## config.mk

```make
export PLATFORM = sky130hd
export DESIGN_NAME = display_digit_scheduler
export DESIGN_NICKNAME = d
export VERILOG_FILES = /design/src/rtl/display_digit_scheduler_pkg.sv /design/src/rtl/display_digit_scheduler_blink_timer.sv /design/src/rtl/display_digit_scheduler.sv
export SDC_FILE = /design/constraint.sdc
export NUM_CORES = 1
export LEC_CHECK = 0
export CORE_UTILIZATION = 27
export CTS_CLUSTER_SIZE = 30
export DETAILED_ROUTE_END_ITERATION = 6
export HOLD_SLACK_MARGIN = 0.06
export PLACE_DENSITY_LB_ADDON = 0.15
export SYNTH_ARGS = -nofsm -noshare
export SYNTH_HDL_FRONTEND = slang
export SYNTH_SLANG_ARGS = --single-unit
```

## constraint.sdc

```tcl
create_clock -name CLK -period 3 [get_ports CLK]
set_input_delay 0.3 -clock CLK [delete_from_list [all_inputs] [get_ports CLK]]
set_output_delay 0.3 -clock CLK [all_outputs]
set_load 0.02 [all_outputs]
```

## src/rtl/display_digit_scheduler_pkg.sv

```systemverilog
// Shared constants for the display digit scheduler: slot map, edit-field codes,
// FSM encoding and the helper that turns an edit field into its two-slot mask.
package display_digit_scheduler_pkg;

  localparam int NUM_DIGITS = 18;
  localparam int DIGIT_W    = 4;

  localparam int SLOT_DAY_T   = 0;
  localparam int SLOT_DAY_U   = 1;
  localparam int SLOT_MON_T   = 2;
  localparam int SLOT_MON_U   = 3;
  localparam int SLOT_YEAR_T  = 4;
  localparam int SLOT_YEAR_U  = 5;
  localparam int SLOT_HOUR_T  = 6;
  localparam int SLOT_HOUR_U  = 7;
  localparam int SLOT_MIN_T   = 8;
  localparam int SLOT_MIN_U   = 9;
  localparam int SLOT_SEC_T   = 10;
  localparam int SLOT_SEC_U   = 11;
  localparam int SLOT_THOUR_T = 12;
  localparam int SLOT_THOUR_U = 13;
  localparam int SLOT_TMIN_T  = 14;
  localparam int SLOT_TMIN_U  = 15;
  localparam int SLOT_TSEC_T  = 16;
  localparam int SLOT_TSEC_U  = 17;

  localparam logic [3:0] FIELD_NONE  = 4'd0;
  localparam logic [3:0] FIELD_DAY   = 4'd1;
  localparam logic [3:0] FIELD_MONTH = 4'd2;
  localparam logic [3:0] FIELD_YEAR  = 4'd3;
  localparam logic [3:0] FIELD_HOUR  = 4'd4;
  localparam logic [3:0] FIELD_MIN   = 4'd5;
  localparam logic [3:0] FIELD_SEC   = 4'd6;
  localparam logic [3:0] FIELD_THOUR = 4'd7;
  localparam logic [3:0] FIELD_TMIN  = 4'd8;
  localparam logic [3:0] FIELD_TSEC  = 4'd9;

  typedef enum logic [1:0] {
    ST_IDLE    = 2'd0,
    ST_LOAD    = 2'd1,
    ST_PENDING = 2'd2,
    ST_COMMIT  = 2'd3
  } state_e;

  // Field k (1-based) owns the tens/units pair at slots 2(k-1) and 2(k-1)+1.
  function automatic logic [NUM_DIGITS-1:0] field_mask(input logic [3:0] field);
    logic [NUM_DIGITS-1:0] m;
    m = '0;
    if (field != FIELD_NONE && field <= FIELD_TSEC)
      m = NUM_DIGITS'(3) << (2 * (int'(field) - 1));
    return m;
  endfunction

endpackage

```

## src/rtl/display_digit_scheduler_blink_timer.sv

```systemverilog
// Frame counter driven by vsync ticks; toggles blink_phase every BLINK_FRAMES frames.
module blink_timer #(
  parameter int BLINK_FRAMES = 30
) (
  input  logic CLK,
  input  logic RST_N,
  input  logic vsync_tick,
  output logic blink_phase
);

  localparam int CNT_W = (BLINK_FRAMES > 1) ? $clog2(BLINK_FRAMES) : 1;

  logic [CNT_W-1:0] frame_cnt;

  always_ff @(posedge CLK or negedge RST_N) begin
    if (!RST_N) begin
      frame_cnt   <= '0;
      blink_phase <= 1'b0;
    end else if (vsync_tick) begin
      if (frame_cnt == CNT_W'(BLINK_FRAMES - 1)) begin
        frame_cnt   <= '0;
        blink_phase <= ~blink_phase;
      end else begin
        frame_cnt <= frame_cnt + 1'b1;
      end
    end
  end

endmodule

```

## src/rtl/display_digit_scheduler.sv

```systemverilog
// Double-buffered BCD digit bank for the VGA text generator: writes land in a
// shadow bank and reach the display only at vertical blanking; also drives blink masks.
module display_digit_scheduler
  import display_digit_scheduler_pkg::*;
#(
  parameter int BLINK_FRAMES = 30
) (
  input  logic                          CLK,
  input  logic                          RST_N,
  input  logic                          wr_valid,
  output logic                          wr_ready,
  input  logic [4:0]                    wr_idx,
  input  logic [DIGIT_W-1:0]            wr_digit,
  input  logic                          wr_last,
  input  logic                          vsync_tick,
  input  logic [3:0]                    edit_field,
  input  logic                          alarm_armed,
  input  logic                          alarm_ringing,
  output logic [NUM_DIGITS*DIGIT_W-1:0] disp_digits,
  output logic [NUM_DIGITS-1:0]         blank_mask,
  output logic                          symbol_on,
  output logic                          commit_done,
  output logic                          wr_err
);

  state_e state_q, state_d;
  logic   run_q;
  logic   blink_phase;
  logic   wr_acc;
  logic   wr_ok;

  logic [NUM_DIGITS-1:0][DIGIT_W-1:0] shadow;

  blink_timer #(
    .BLINK_FRAMES(BLINK_FRAMES)
  ) u_blink_timer (
    .CLK        (CLK),
    .RST_N      (RST_N),
    .vsync_tick (vsync_tick),
    .blink_phase(blink_phase)
  );

  assign wr_acc = wr_valid && wr_ready;
  assign wr_ok  = (wr_idx <= 5'(SLOT_TSEC_U)) && (wr_digit <= 4'd9);

  // run_q holds wr_ready low for the whole reset assertion and releases on the first clock.
  always_ff @(posedge CLK or negedge RST_N) begin
    if (!RST_N) begin
      state_q <= ST_IDLE;
      run_q   <= 1'b0;
    end else begin
      state_q <= state_d;
      run_q   <= 1'b1;
    end
  end

  always_comb begin
    state_d  = state_q;
    wr_ready = 1'b0;
    case (state_q)
      ST_IDLE, ST_LOAD: begin
        wr_ready = run_q;
        if (wr_valid && run_q)
          state_d = wr_last ? ST_PENDING : ST_LOAD;
      end
      ST_PENDING: begin
        if (vsync_tick)
          state_d = ST_COMMIT;
      end
      ST_COMMIT: state_d = ST_IDLE;
      default:   state_d = ST_IDLE;
    endcase
  end

  // Invalid writes still advance the FSM but never touch the shadow bank.
  always_ff @(posedge CLK or negedge RST_N) begin
    if (!RST_N) begin
      shadow      <= '0;
      disp_digits <= '0;
      commit_done <= 1'b0;
      wr_err      <= 1'b0;
      blank_mask  <= '0;
      symbol_on   <= 1'b0;
    end else begin
      commit_done <= (state_q == ST_COMMIT);
      if (wr_acc && wr_ok)
        shadow[wr_idx] <= wr_digit;
      if (state_q == ST_COMMIT) begin
        disp_digits <= shadow;
        wr_err      <= 1'b0;
      end else if (wr_acc && !wr_ok) begin
        wr_err <= 1'b1;
      end
      blank_mask <= field_mask(edit_field) & {NUM_DIGITS{blink_phase}};
      symbol_on  <= alarm_ringing ? blink_phase : alarm_armed;
    end
  end

endmodule

```

==> flow_summary.json <==
{
  "grt_pass1_vias": 4157,
  "cts_max_path_buffers": 2,
  "die_x_um": 158.2,
  "antenna_cells": 0,
  "finalNonFillerCells": 887,
  "end_kind": "primary output",
  "grt_remaining_overflow": 0,
  "fp.coreArea_sq_um": 23680,
  "power-per-cell-area_nw_per_um2": 794.2,
  "grt_first_pass_wirelength_um": 24040,
  "dp.cells": 854,
  "ioPinCount": 114,
  "viasPerCell": 4.354,
  "drtAntennaViolNets": 0,
  "postSynthCellCount": 438,
  "report.final.hold_viol_count": 0,
  "io_buffers": 113,
  "antenna_found_initial": 1,
  "path_clk_slew_ps": 70,
  "rows": 56,
  "p_leak_uw": 0.004166,
  "pre_cts_ws_ps": 680.7,
  "synth-seq-cells": 165,
  "syn_area_per_cell_sq_um": 15.03,
  "rsz0062_at_grt": "no",
  "cts.sinks": 165,
  "drt_wl_total_um": 15160,
  "insertion_delay_ps": 420,
  "cp.required_ps": 2700,
  "ctsHtreeMaxLevel": 4,
  "post-route-period-util_pct": 70.55,
  "drive_above_1_share_pct": 29.23,
  "n_fill_cell": 2351,
  "die_height_um": 158.2,
  "maxSlewHeadroom_pct": 49.84,
  "drc_errors": 0,
  "path_cells": "nor2b_1 -> clkdlybuf4s50_1",
  "fmax_mhz": 472.5,
  "synth.cell_area_sq_um": 6585,
  "fin_hold_ws_ps": 484.0,
  "place_congestion": 0.7486,
  "grt_start_max_net_pins": 76,
  "critical_path.max_fanout": 7,
  "synth.yosys.seq_area_share_pct": 62.70,
  "vdd_drop_max_mv": 0.3371,
  "fin_crit_ps": 2116,
  "status": "finished, final reports clean",
  "cp_num_buf_inv": 1,
  "setup_violations": 0,
  "drv_cap": 0,
  "cts_buffers": 17,
  "start_kind": "flop",
  "cts_root_buf": "clkbuf_16",
  "critPathMaxStageDelay_ps": 670,
  "slew_viol_final": 0,
  "finClkSkew_ps": 10.56,
  "critical_path.top_delay_family": "buffers and inverters",
  "setup_tns_ps": 0,
  "synthesis.nets": 465,
  "drt_pass1_iterations": 4,
  "wire_per_inst_um": 17.09,
  "critPathSlowestCell": "clkdlybuf4s50_1",
  "drt-initial-drc-count": 117,
  "max_slew.worst_pin.slew_ps": 752.5,
  "hold_class": "in -> async",
  "nets": 582,
  "vias": 3862,
  "yosys_warnings": 0,
  "cp_data_arrival_time_ps": 1820,
  "cts_resized": 0,
  "dp_hpwl_um": 10570,
  "initial_utilization_pct": 27.81,
  "grt_usage_pct": 13.11,
  "worstSetupPathType": "reg -> out",
  "cts_tree": "yes",
  "design.die.area_sq_um": 25020,
  "ys_types": 44,
  "worst_slack_ps": 883.6,
  "area_growth_pct": 31.60
}
[metal layers]
metal	wire (um)	up-vias	global-route usage, %
met5	13	-	0
met4	176	2	5.174
met3	710	13	3.531
li1	-	1767	-
met1	6974	1993	16.60
met2	7281	87	21.18
[cell usage after synthesis (all sizes together)]
library cell,instances,area [sq um]
and4bb,1,12.51
mux2,145,1633
conb,1,3.750
o311ai,1,8.760
o31ai,1,7.510
and3,9,56.30
dfrtp,165,4129
nand2b,3,18.77
o211a,1,10.01
nor2b,3,18.77
and3b,2,17.52
nand4b,3,32.53
nor3b,2,26.28
nor2,6,22.52
and2,8,51.30
nand4,2,18.77
o2111ai,1,8.760
clkbuf,9,33.78
buf,17,101.3
ha,7,87.58
nor3,4,25.02
and4b,1,10.01
nand2,13,48.80
nand3,4,20.02
xnor2,2,17.52
inv,6,22.52
a21oi,4,20.02
a32o,1,10.01
or2,1,6.260
o22ai,2,12.51
and4,1,8.760
o21a,1,7.510
nand3b,3,22.52
a311o,1,10.01
mux2i,2,20.02
o21ai,5,25.02
[kinds of logic after synthesis]
kind of cell	count (synthesis)	share of synthesized area (%)
AOI/OAI and AO/OA	18	1.824
xor gates and xnor gates	2	0.2661
adders and majority gates	7	1.330
buffers and inverters	32	2.394
DFF	165	62.70
muxes	147	25.10
other	1	0.05695
and+or+nand+nor	66	6.327
[cells in the final DEF (no fill, tap or decap), types with 2 or more instances in the layout]
cell and n:
a21oi_1 4, and2_1 7, and3_1 9, and3b_1 2
buf_4 9, bufinv_16 2, clkbuf_16 17, clkdlybuf4s50_1 112
clkinv_2 2, clkinv_4 4, clkinvlp_4 4, dfrtp_1 165
ha_1 7, inv_1 6, mux2_1 29, mux2_2 116
mux2i_1 2, nand2_1 12, nand2b_1 3, nand3_1 4
nand3b_1 3, nand4b_1 2, nor2_1 6, nor2b_1 3
nor3_1 3, o21ai_0 5, o22ai_1 2, xnor2_1 2
[state kept, by name, indices dropped and copies added, names as in the netlist, 2 cells and up]
signal and cells:
shadow 72, state_q 2, u_blink_timer.frame_cnt 5, blank_mask 9, disp_digits 72
[timing repair]
action,4_1_cts,5_1_grt
hold buffers,1,0
endpoints found under the hold margin,71,0
setup buffers,0,0
[stage by stage]
step | area (sq um) | utilization [%] | power [uW]
floorplan | 6585 | - | 3886
global placement | 8071 | 34.08 | 4788
detailed placement | 8071 | 34.08 | 4823
CTS | 8666 | 36.59 | 7018
global route | 8666 | 36.59 | 7262
finish | 8666 | 36.59 | 6883
[path summary, 6_finish.rpt]
| check | from | endpoint | slack, ps | cells past startpoint |
|---|---|---|---|---|
| max | state_q[1] | wr_ready | 880 | 2 |
| min | RST_N | shadow[60] | 480 | 2 |
| max reg2reg | state_q[1] | shadow[45] | 1130 | 4 |
| min reg2reg | shadow[54] | shadow[54] | 490 | 1 |
| max in group asynchronous | RST_N | u_blink_timer.frame_cnt[4] | 1650 | 3 |
| min in group CLK | shadow[54] | shadow[54] | 490 | 1 |
[where the power goes]
part / total, uW / leakage (uW) / internal, uW / switching [uW]
Sequential: 2930 / 0.00225 / 2660 / 276
Clock: 2140 / 0.000274 / 1240 / 906
Combinational: 1810 / 0.00164 / 951 / 860
[final cells by class]
class | instances | area, sq um | area share [%]
inverters | 6 | 22.52 | 0.2599
well taps | 319 | 399.1 | 4.606
flip-flops and latches | 165 | 4129 | 47.65
clock inverters | 14 | 155.1 | 1.790
multi-input cells | 241 | 2301 | 26.55
repair buffers | 124 | 1230 | 14.19
clock buffers | 18 | 429.2 | 4.952
Note: power is estimated with default switching activity, not from simulation.
